`config.mk`:
```
export PLATFORM = sky130hd
export DESIGN_NAME = safe_zone_ctrl
export DESIGN_NICKNAME = d
export VERILOG_FILES = /design/src/rtl/safe_zone_ctrl_pkg.sv /design/src/rtl/safe_zone_ctrl_rr_arbiter.sv /design/src/rtl/safe_zone_ctrl.sv
export SDC_FILE = /design/constraint.sdc
export NUM_CORES = 1
export LEC_CHECK = 0
export BUFFER_PORTS_ARGS = -buffer_cell sky130_fd_sc_hd__clkbuf_2
export CAP_MARGIN = 25
export CORE_ASPECT_RATIO = 0.8
export CORE_MARGIN = 10
export CORE_UTILIZATION = 40
export DETAILED_ROUTE_END_ITERATION = 10
export PLACE_DENSITY = 0.69
export SLEW_MARGIN = 20
export SYNTH_ARGS = -nofsm -noshare
export SYNTH_HDL_FRONTEND = slang
export SYNTH_SLANG_ARGS = --single-unit
```
`constraint.sdc`:
```
create_clock -name clk -period 2.7 [get_ports clk]
set_clock_uncertainty 0.1 [all_clocks]
set_input_delay 0.135 -clock clk [delete_from_list [all_inputs] [get_ports clk]]
set_output_delay 0.135 -clock clk [all_outputs]
set_load 0.03 [all_outputs]
```
`src/rtl/safe_zone_ctrl_pkg.sv`:
```
// Shared constants and types for the safe-zone map controller.
// Coordinate widths follow the screen size.
package safe_zone_ctrl_pkg;
    localparam int SCREEN_WIDTH  = 800;
    localparam int SCREEN_HEIGHT = 600;
    localparam int X_W           = $clog2(SCREEN_WIDTH);
    localparam int Y_W           = $clog2(SCREEN_HEIGHT);

    typedef enum logic [2:0] {
        ST_IDLE,
        ST_ISSUE,
        ST_WAIT_BUSY,
        ST_WAIT_RDY,
        ST_SERVE
    } state_e;
endpackage

```
`src/rtl/safe_zone_ctrl_rr_arbiter.sv`:
```
// Round-robin arbiter: the search starts at the pointer, and the pointer moves
// just past the winner. The pointer holds when nothing is granted.
module rr_arbiter #(
    parameter int N = 3
) (
    input  logic         clk,
    input  logic         arst,
    input  logic         en_i,
    input  logic [N-1:0] req_i,
    output logic [N-1:0] gnt_o
);
    localparam int PW = (N > 1) ? $clog2(N) : 1;

    logic [PW-1:0] ptr_q, ptr_d;
    logic [PW:0]   sum;
    logic [PW-1:0] idx;

    // Walk offsets from farthest to nearest so the nearest request wins.
    always_comb begin
        gnt_o = '0;
        ptr_d = ptr_q;
        sum   = '0;
        idx   = '0;
        if (en_i) begin
            for (int i = N - 1; i >= 0; i--) begin
                sum = {1'b0, ptr_q} + (PW+1)'(i);
                if (sum >= (PW+1)'(N)) sum = sum - (PW+1)'(N);
                idx = sum[PW-1:0];
                if (req_i[idx]) begin
                    gnt_o      = '0;
                    gnt_o[idx] = 1'b1;
                    ptr_d      = (idx == PW'(N - 1)) ? '0 : idx + 1'b1;
                end
            end
        end
    end

    always_ff @(posedge clk or posedge arst) begin
        if (arst) ptr_q <= '0;
        else      ptr_q <= ptr_d;
    end
endmodule

```
`src/rtl/safe_zone_ctrl.sv`:
```
// Safe-zone map controller: sequences level regeneration with a timeout and
// time-shares the map's single lookup port among N_REQ requesters.
module safe_zone_ctrl
    import safe_zone_ctrl_pkg::*;
#(
    parameter int N_REQ       = 3,
    parameter int TIMEOUT_CYC = 8192
) (
    input  logic                        clk,
    input  logic                        arst,
    input  logic                        i_new_level,
    output logic                        o_regen,
    input  logic                        i_map_rdy,
    output logic                        o_level_ready,
    output logic [7:0]                  o_level,
    output logic                        o_err,
    input  logic [N_REQ-1:0]            i_req,
    input  logic [N_REQ-1:0][X_W-1:0]   i_req_x,
    input  logic [N_REQ-1:0][Y_W-1:0]   i_req_y,
    output logic [N_REQ-1:0]            o_gnt,
    output logic [N_REQ-1:0]            o_rsp_valid,
    output logic                        o_rsp_safe,
    output logic [X_W-1:0]              o_map_x,
    output logic [Y_W-1:0]              o_map_y,
    input  logic                        i_map_safe
);
    localparam int CW = $clog2(TIMEOUT_CYC + 1);

    state_e           state_q, state_d;
    logic [CW-1:0]    cnt_q, cnt_d;
    logic             pend_q, pend_d;
    logic [7:0]       level_q, level_d;
    logic             err_q, err_d;
    logic [N_REQ-1:0] rsp_valid_q;
    logic             rsp_safe_q;
    logic             arb_en;
    logic             regen_busy;
    logic             timeout;

    assign regen_busy = (state_q == ST_ISSUE) || (state_q == ST_WAIT_BUSY) ||
                        (state_q == ST_WAIT_RDY);
    assign timeout    = regen_busy && (cnt_q == CW'(TIMEOUT_CYC - 1));

    always_ff @(posedge clk or posedge arst) begin
        if (arst) begin
            state_q <= ST_IDLE;
            cnt_q   <= '0;
            pend_q  <= 1'b0;
            level_q <= '0;
            err_q   <= 1'b0;
        end else begin
            state_q <= state_d;
            cnt_q   <= cnt_d;
            pend_q  <= pend_d;
            level_q <= level_d;
            err_q   <= err_d;
        end
    end

    // The counter doubles as the WAIT_BUSY dwell timer: it reads 1 and 2 there.
    always_comb begin
        state_d = state_q;
        cnt_d   = '0;
        pend_d  = pend_q;
        level_d = level_q;
        err_d   = err_q;
        if (regen_busy) begin
            cnt_d = cnt_q + 1'b1;
            if (i_new_level) pend_d = 1'b1;
        end
        case (state_q)
            ST_IDLE:      if (i_new_level) state_d = ST_ISSUE;
            ST_ISSUE:     state_d = ST_WAIT_BUSY;
            ST_WAIT_BUSY: if (!i_map_rdy || cnt_q == CW'(2)) state_d = ST_WAIT_RDY;
            ST_WAIT_RDY: begin
                if (i_map_rdy) begin
                    state_d = ST_SERVE;
                    level_d = level_q + 8'd1;
                end
            end
            ST_SERVE: begin
                if (i_new_level || pend_q) begin
                    state_d = ST_ISSUE;
                    pend_d  = 1'b0;
                end
            end
            default:      state_d = ST_IDLE;
        endcase
        if (timeout) begin
            state_d = ST_IDLE;
            level_d = level_q;
            err_d   = 1'b1;
            pend_d  = 1'b0;
        end
    end

    // No lookups in a SERVE cycle that is about to leave for ISSUE.
    always_comb begin
        o_regen       = (state_q == ST_ISSUE);
        o_level_ready = (state_q == ST_SERVE);
        arb_en        = (state_q == ST_SERVE) && !i_new_level && !pend_q;
    end

    rr_arbiter #(.N(N_REQ)) u_arb (
        .clk   (clk),
        .arst  (arst),
        .en_i  (arb_en),
        .req_i (i_req),
        .gnt_o (o_gnt)
    );

    always_comb begin
        o_map_x = '0;
        o_map_y = '0;
        for (int i = 0; i < N_REQ; i++) begin
            if (o_gnt[i]) begin
                o_map_x = i_req_x[i];
                o_map_y = i_req_y[i];
            end
        end
    end

    always_ff @(posedge clk or posedge arst) begin
        if (arst) begin
            rsp_valid_q <= '0;
            rsp_safe_q  <= 1'b0;
        end else begin
            rsp_valid_q <= o_gnt;
            rsp_safe_q  <= i_map_safe;
        end
    end

    assign o_rsp_valid = rsp_valid_q;
    assign o_rsp_safe  = rsp_safe_q;
    assign o_level     = level_q;
    assign o_err       = err_q;
endmodule
```
## Word level (Yosys, flattened, before mapping)

Index checks and enable logic that the tools add are counted.

| word-level totals | value |
|---|---|
| bits in registers | 33 |
| bits of input ports | 68 |
| output and inout port bits | 38 |
| logic and storage cells | 105 |

| operators by class | value |
|---|---|
| add/subtract/negate cells | 10 |
| $lt $le $gt $ge | 9 |
| equal/unequal tests | 13 |
| multiplexer cells | 46 |
| bitwise operators | 1 |
| reduce and logical (&&, ||, !) cells | 18 |

Operator list:

| kind | number |
|---|---|
| $mux W10 | 6 |
| $mux W3 | 9 |
| $mux W2 | 12 |
| $pmux W3 S5 | 1 |
| $add A14 B1 Y14 const B | 1 |
| $eq A14 B13 Y1 const B | 1 |
| $eq A14 B2 Y1 const B | 1 |
| $mux W14 | 1 |
| $mux W1 | 11 |
| $lt A2 B3 Y1 const B | 3 |
| $add A8 B1 Y8 const B | 1 |
| $add A2 B1 Y2 const B | 3 |
| $bmux W1 S2 | 3 |
| $demux W1 S2 | 3 |
| $eq A2 B2 Y1 const B | 3 |
| $eq A3 B2 Y1 const B | 2 |
| $ge A2 B1 Y1 const B | 3 |
| $ge A3 B2 Y1 const B | 2 |
| $logic_and A1 B1 Y1 | 6 |
| $ne A3 B3 Y1 const B | 2 |
| $sub A2 B2 Y2 const B | 3 |
| $logic_or A1 B1 Y1 | 4 |
| $reduce_and A4 Y1 | 1 |
| $add A2 B1 Y3 const B | 1 |
| 12 further kinds | 14 |

## Depth between registers and ports, before layout

| depth | value |
|---|---|
| word-level depth | 15 |
| gate-level depth with buffers | 11 |
| mapped depth without buffers | 8 |

## Cells and area by module

From an unflattened synthesis, not the netlist that was laid out.

| unflattened totals | value |
|---|---|
| cell total of the unflattened synthesis | 259 |
| area, all modules | 2208.4 sq um |

Modules (own cells, without submodules):

| module | instances | cells each | area each (sq um) | seq. area each (sq um) |
|---|---|---|---|---|
| safe_zone_ctrl | 1 | 205 | 1811.7 | 775.7 |
| rr_arbiter | 1 | 54 | 396.6 | 50.0 |

## Worst setup path after synthesis

OpenSTA, ideal clock, no wires.

| timing | value |
|---|---|
| path type | flip-flop to output port |
| start | reg u_arb.ptr_q[0] |
| end | out o_map_x[9] |
| data arrival time | 2.471 ns |
| required time | 2.465 ns |
| setup slack | -0.006 ns |
| stages on the path, launching flop included | 11 |
| buffers on the path | 2 |
| cell sequence | dfrtp_1 inv_1 ha_1 clkbuf_1 nor3b_1 o21ai_0 o211ai_1 a32o_1 clkbuf_1 nand4_1 a31oi_1 |

| between the ends | value |
|---|---|
| word-level cells in the longest chain between the ends | 15 |
| elaborated cells on any way between the ends | 42 |
| classes of those cells | add/sub (5); order compare (9); mux (25); reduce/logical (3) |

Ends and longest elaborated chain:

| what | RTL line | source |
|---|---|---|
| from (decl) | safe_zone_ctrl_rr_arbiter.sv:14 | `logic [PW-1:0] ptr_q, ptr_d;` |
| from (signal assigned) | safe_zone_ctrl_rr_arbiter.sv:40 | `else ptr_q <= ptr_d;` |
| $add A2 B2 Y3 | safe_zone_ctrl_rr_arbiter.sv:26 | `sum = {1'b0, ptr_q} + (PW+1)'(i);` |
| $ge A3 B2 Y1 or $sub A2 B2 Y2 (tied branches) | safe_zone_ctrl_rr_arbiter.sv:27 | `if (sum >= (PW+1)'(N)) sum = sum - (PW+1)'(N);` |
| $mux W2 | safe_zone_ctrl_rr_arbiter.sv:27 |  |
| $mux W2 | safe_zone_ctrl_rr_arbiter.sv:24 | `if (en_i) begin` |
| $lt A2 B3 Y1 (implied by the code) or $ge A2 B1 Y1 (tied branches) | safe_zone_ctrl_rr_arbiter.sv:31 | `gnt_o[idx] = 1'b1;` |
| $logic_and A1 B1 Y1 (implied by the code) | safe_zone_ctrl_rr_arbiter.sv:31 |  |
| $mux W1 (implied by the code) | safe_zone_ctrl_rr_arbiter.sv:31 |  |
| $demux W1 S2 | - |  |
| $mux W3 (2 in a row) | safe_zone_ctrl_rr_arbiter.sv:29 | `if (req_i[idx]) begin` |
| $mux W3 (*) | safe_zone_ctrl_rr_arbiter.sv:29 |  |
| $mux W3 (*) | safe_zone_ctrl_rr_arbiter.sv:24 |  |
| $mux W10 (2 in a row) | safe_zone_ctrl.sv:116 | `if (o_gnt[i]) begin` |
| $mux W10 (*) | safe_zone_ctrl.sv:116 |  |
| to (decl) | safe_zone_ctrl.sv:23 | `output logic [X_W-1:0] o_map_x,` |

Mark *: on every way between the ends. The rest lies on a longest branch, timed or not. The select of a mux whose other input is x is not followed.

## Worst setup path in the final report

| timing | value |
|---|---|
| start | reg u_arb.ptr_q[1] |
| end | out o_map_y[8] |

| between the ends | value |
|---|---|
| word-level cells in the longest chain between the ends | 15 |
| elaborated cells on any way between the ends | 42 |
| classes of those cells | add/sub (5); order compare (9); mux (25); reduce/logical (3) |

Ends and longest elaborated chain:

| what | RTL line | source |
|---|---|---|
| $add A2 B2 Y3 | safe_zone_ctrl_rr_arbiter.sv:26 |  |
| $ge A3 B2 Y1 or $sub A2 B2 Y2 (tied branches) | safe_zone_ctrl_rr_arbiter.sv:27 |  |
| $mux W2 | safe_zone_ctrl_rr_arbiter.sv:27 |  |
| $mux W2 | safe_zone_ctrl_rr_arbiter.sv:24 |  |
| $lt A2 B3 Y1 (implied by the code) or $ge A2 B1 Y1 (tied branches) | safe_zone_ctrl_rr_arbiter.sv:31 |  |
| $logic_and A1 B1 Y1 (implied by the code) | safe_zone_ctrl_rr_arbiter.sv:31 |  |
| $mux W1 (implied by the code) | safe_zone_ctrl_rr_arbiter.sv:31 |  |
| $demux W1 S2 | - |  |
| $mux W3 (2 in a row) | safe_zone_ctrl_rr_arbiter.sv:29 |  |
| $mux W3 (*) | safe_zone_ctrl_rr_arbiter.sv:29 |  |
| $mux W3 (*) | safe_zone_ctrl_rr_arbiter.sv:24 |  |
| $mux W10 (2 in a row) | safe_zone_ctrl.sv:116 |  |
| $mux W10 (*) | safe_zone_ctrl.sv:116 |  |
| to (decl) | safe_zone_ctrl.sv:24 | `output logic [Y_W-1:0] o_map_y,` |

Marked as above.

==> metrics.csv <==
metric;value;unit
Layout area overhead;41.08;%
commonest non-fill, non-tap cell in the layout;clkbuf_2;
largest fanout on the critical path;21;
Worst Path Required;2.47;ns
synth unique cells;47;
GPL Wtd Cong;0.8689;
CP startpoint kind;flop;
# rows;25;
post-synthesis simple-gate area fraction;32.45;%
PD cells;670.1;nW/µm²
CTS tree;built;
Cells after Synth;287;
# DRC;0;
first-pass GRT wire length;12730;µm
XOR/XNOR Fraction of Synth Area;6.438;%
total track usage;15.64;%
#FFs+latches synth;33;
crit share post-route;99.80;%
number of global-route vias before repair;2456;
Max rail drop VDD;0.4030;mV
Longest Clk Path Bufs;2;
Worst Setup Path Type;reg -> out;
worst hold margin;0.01859;ns
clock sink total;33;
Die X;107.5;µm
IO buf count;105;
largest family of logic cells by synthesized area;simple AND/OR/NAND/NOR gates;
Tot Pwr;2.315;mW
die area;9671;µm²
Core Area;5912;µm²
Final Cell Area;3455;µm²
Pleak;1.579;nW
Async SR Flop Fraction;100.0;%
Setup TNS Final;0;ns
post-synth net total;362;
CTS clock-pin slew for the worst setup and hold paths;0.06;ns
multiplexer share of the synthesized area;2.044;%
Post-DP HPWL;5801;µm
First-pass DRT Iterations;4;
wire per inst;16.70;µm
DRT iter0 DRCs;123;
layout net count;474;
Root Driver;clkbuf_8;
Filler cells;535;
kind of end point of the critical path;primary output;
RSZ-0062 raised after global routing;yes;
final worst slack;0.005368;ns
share of post-route cells with drive strength above 1;45.25;%
Synth Cell Area;2449;µm²
Max Slew Vio Count;0;
CTS buffer count;5;
pre-CTS WS;0.07346;ns
worst skew pair latency;0.27;ns
Die H;89.98;µm
status;completed;
Top Ports;106;
Vias per Instance;5.378;
commonest non-fill, non-tap cells in the layout;clkbuf_2 (84), dfrtp_1 (31), nand3_1 (28), nor2_1 (28), nand4_1 (24);
Post-synth EDFFs;0;
Post-Syn Area per Cell;8.532;µm²
min Tclk post-route;2.695;ns
Most used DFF post-synth;dfrtp_1;
diode count;0;
final setup vio count;0;
initial antenna violation count;0;
initial cell density of the core;41.42;%
Worst-Margin Slew;0.4229;ns
FMAX;0.3711;GHz
Data arrival, critical path;2.46;ns
largest net degree at the start of global routing;43;
Final Hold Vio Count;0;
Worst Hold Class;in -> reg;
Post-Synth Adder-Cell Area;3.577;%
Routed WL;8031;µm
area post-placement;3077;µm²
Vias;2587;
remaining antenna violation count;0;
Slew headroom;71.81;%
Seq/Total Area, Yosys;33.73;%
Ys Warns;0;
H-tree levels;2;
max-cap viol count;0;
compound-cell area share of the yosys netlist;14.92;%
Congestion Overflow GR;0;
## metal layers
metal / up-vias / share of wire, % / routed length (µm) / GRT usage, %
met1: 1229 / 42 / 3378 / 20.16
met3: 10 / 7.3 / 588 / 4.636
met2: 84 / 49 / 3959 / 25.51
met5: - / 0 / 0 / 0
met4: 0 / 1.3 / 105 / 2.333
li1: 1264 / - / - / -
## per-stage QoR
step,util [%],cells
floorplan,-,287
global placement,52.04,463
detailed placement,52.04,463
CTS,57.02,479
global route,58.43,481
finish,58.43,481
## what timing repair did
action,CTS,global route
gates resized for setup,37,31
hold buffers,2,0
pin swaps,1,3
hold endpoints to repair,34,0
gates cloned,1,0
setup buffers,5,2
endpoints found under the setup margin,23,23
## logic make-up after synthesis
kind of cell | after synthesis
fa+ha+maj | 7
flops | 33
simple gates | 146
xor+xnor | 18
mux | 5
compound gates | 46
buf+inv | 32
## final timing paths
check / from / end / slack, ns / cells after the start
max reg2reg: cnt_q[0] / o_level[6] / 0.26 / 7
min reg2reg: o_err / o_err / 0.37 / 1
max in group asynchronous: arst / u_arb.ptr_q[0] / 1.80 / 4
min: i_map_rdy / state_q[1] / 0.02 / 2
max: u_arb.ptr_q[1] / o_map_y[8] / 0.005 / 8
min in group asynchronous: arst / o_level[5] / 0.37 / 4
## critical path: stages, from the launching register on
cell and delay [ns]:
dfrtp_1 0.41, buf_4 0.15, ha_4 0.32, mux2i_1 0.20, a211oi_1 0.07, or4_4 0.48
buf_12 0.19, a31oi_2 0.14, clkbuf_4 0.22
## cell usage after synthesis (3+ instances only)
cell | n | area [µm²]
o21ai_0 | 6 | 30.03
a31oi_1 | 10 | 62.56
xor2_1 | 7 | 61.31
and3_1 | 6 | 37.54
nor3_1 | 4 | 20.02
a31oi_2 | 10 | 125.1
buf_6 | 6 | 67.56
nand3_1 | 28 | 140.1
ha_1 | 7 | 87.58
mux2i_1 | 5 | 50.05
xnor2_1 | 11 | 96.34
or2_2 | 3 | 18.77
or3_1 | 4 | 25.02
nor2_2 | 11 | 68.82
clkbuf_1 | 11 | 41.29
nand2b_1 | 5 | 31.28
dfrtp_1 | 33 | 825.8
nand4_1 | 24 | 150.1
nand2_1 | 14 | 52.55
inv_1 | 12 | 45.04
nor2_1 | 32 | 120.1
a21oi_1 | 7 | 35.03
## area by class of cell
cell class | count | area [µm²] | area share [%]
Sequential cell | 33 | 828.3 | 23.98
Clock buffer | 6 | 72.57 | 2.101
Tap cell | 81 | 101.3 | 2.934
Inverter | 12 | 45.04 | 1.304
Timing Repair Buffer | 125 | 840.8 | 24.34
Clock inverter | 2 | 10.01 | 0.2898
Multi-Input combinational cell | 222 | 1556 | 45.06
## registers in the layout, summed over array words and instances, names as in the netlist
register	flops
cnt_q	14
o_level	8
o_rsp_valid	3
state_q	3
u_arb.ptr_q	2
o_err	1
o_rsp_safe	1
pend_q	1
## power breakdown
group          switching (mW)  total, mW  internal, mW  leakage (nW)
Clock                   0.167      0.345         0.178        0.0450
Sequential              0.113      0.705         0.592         0.425
Combinational           0.724       1.26         0.541          1.11
Note: power is estimated with default switching activity, not from simulation.
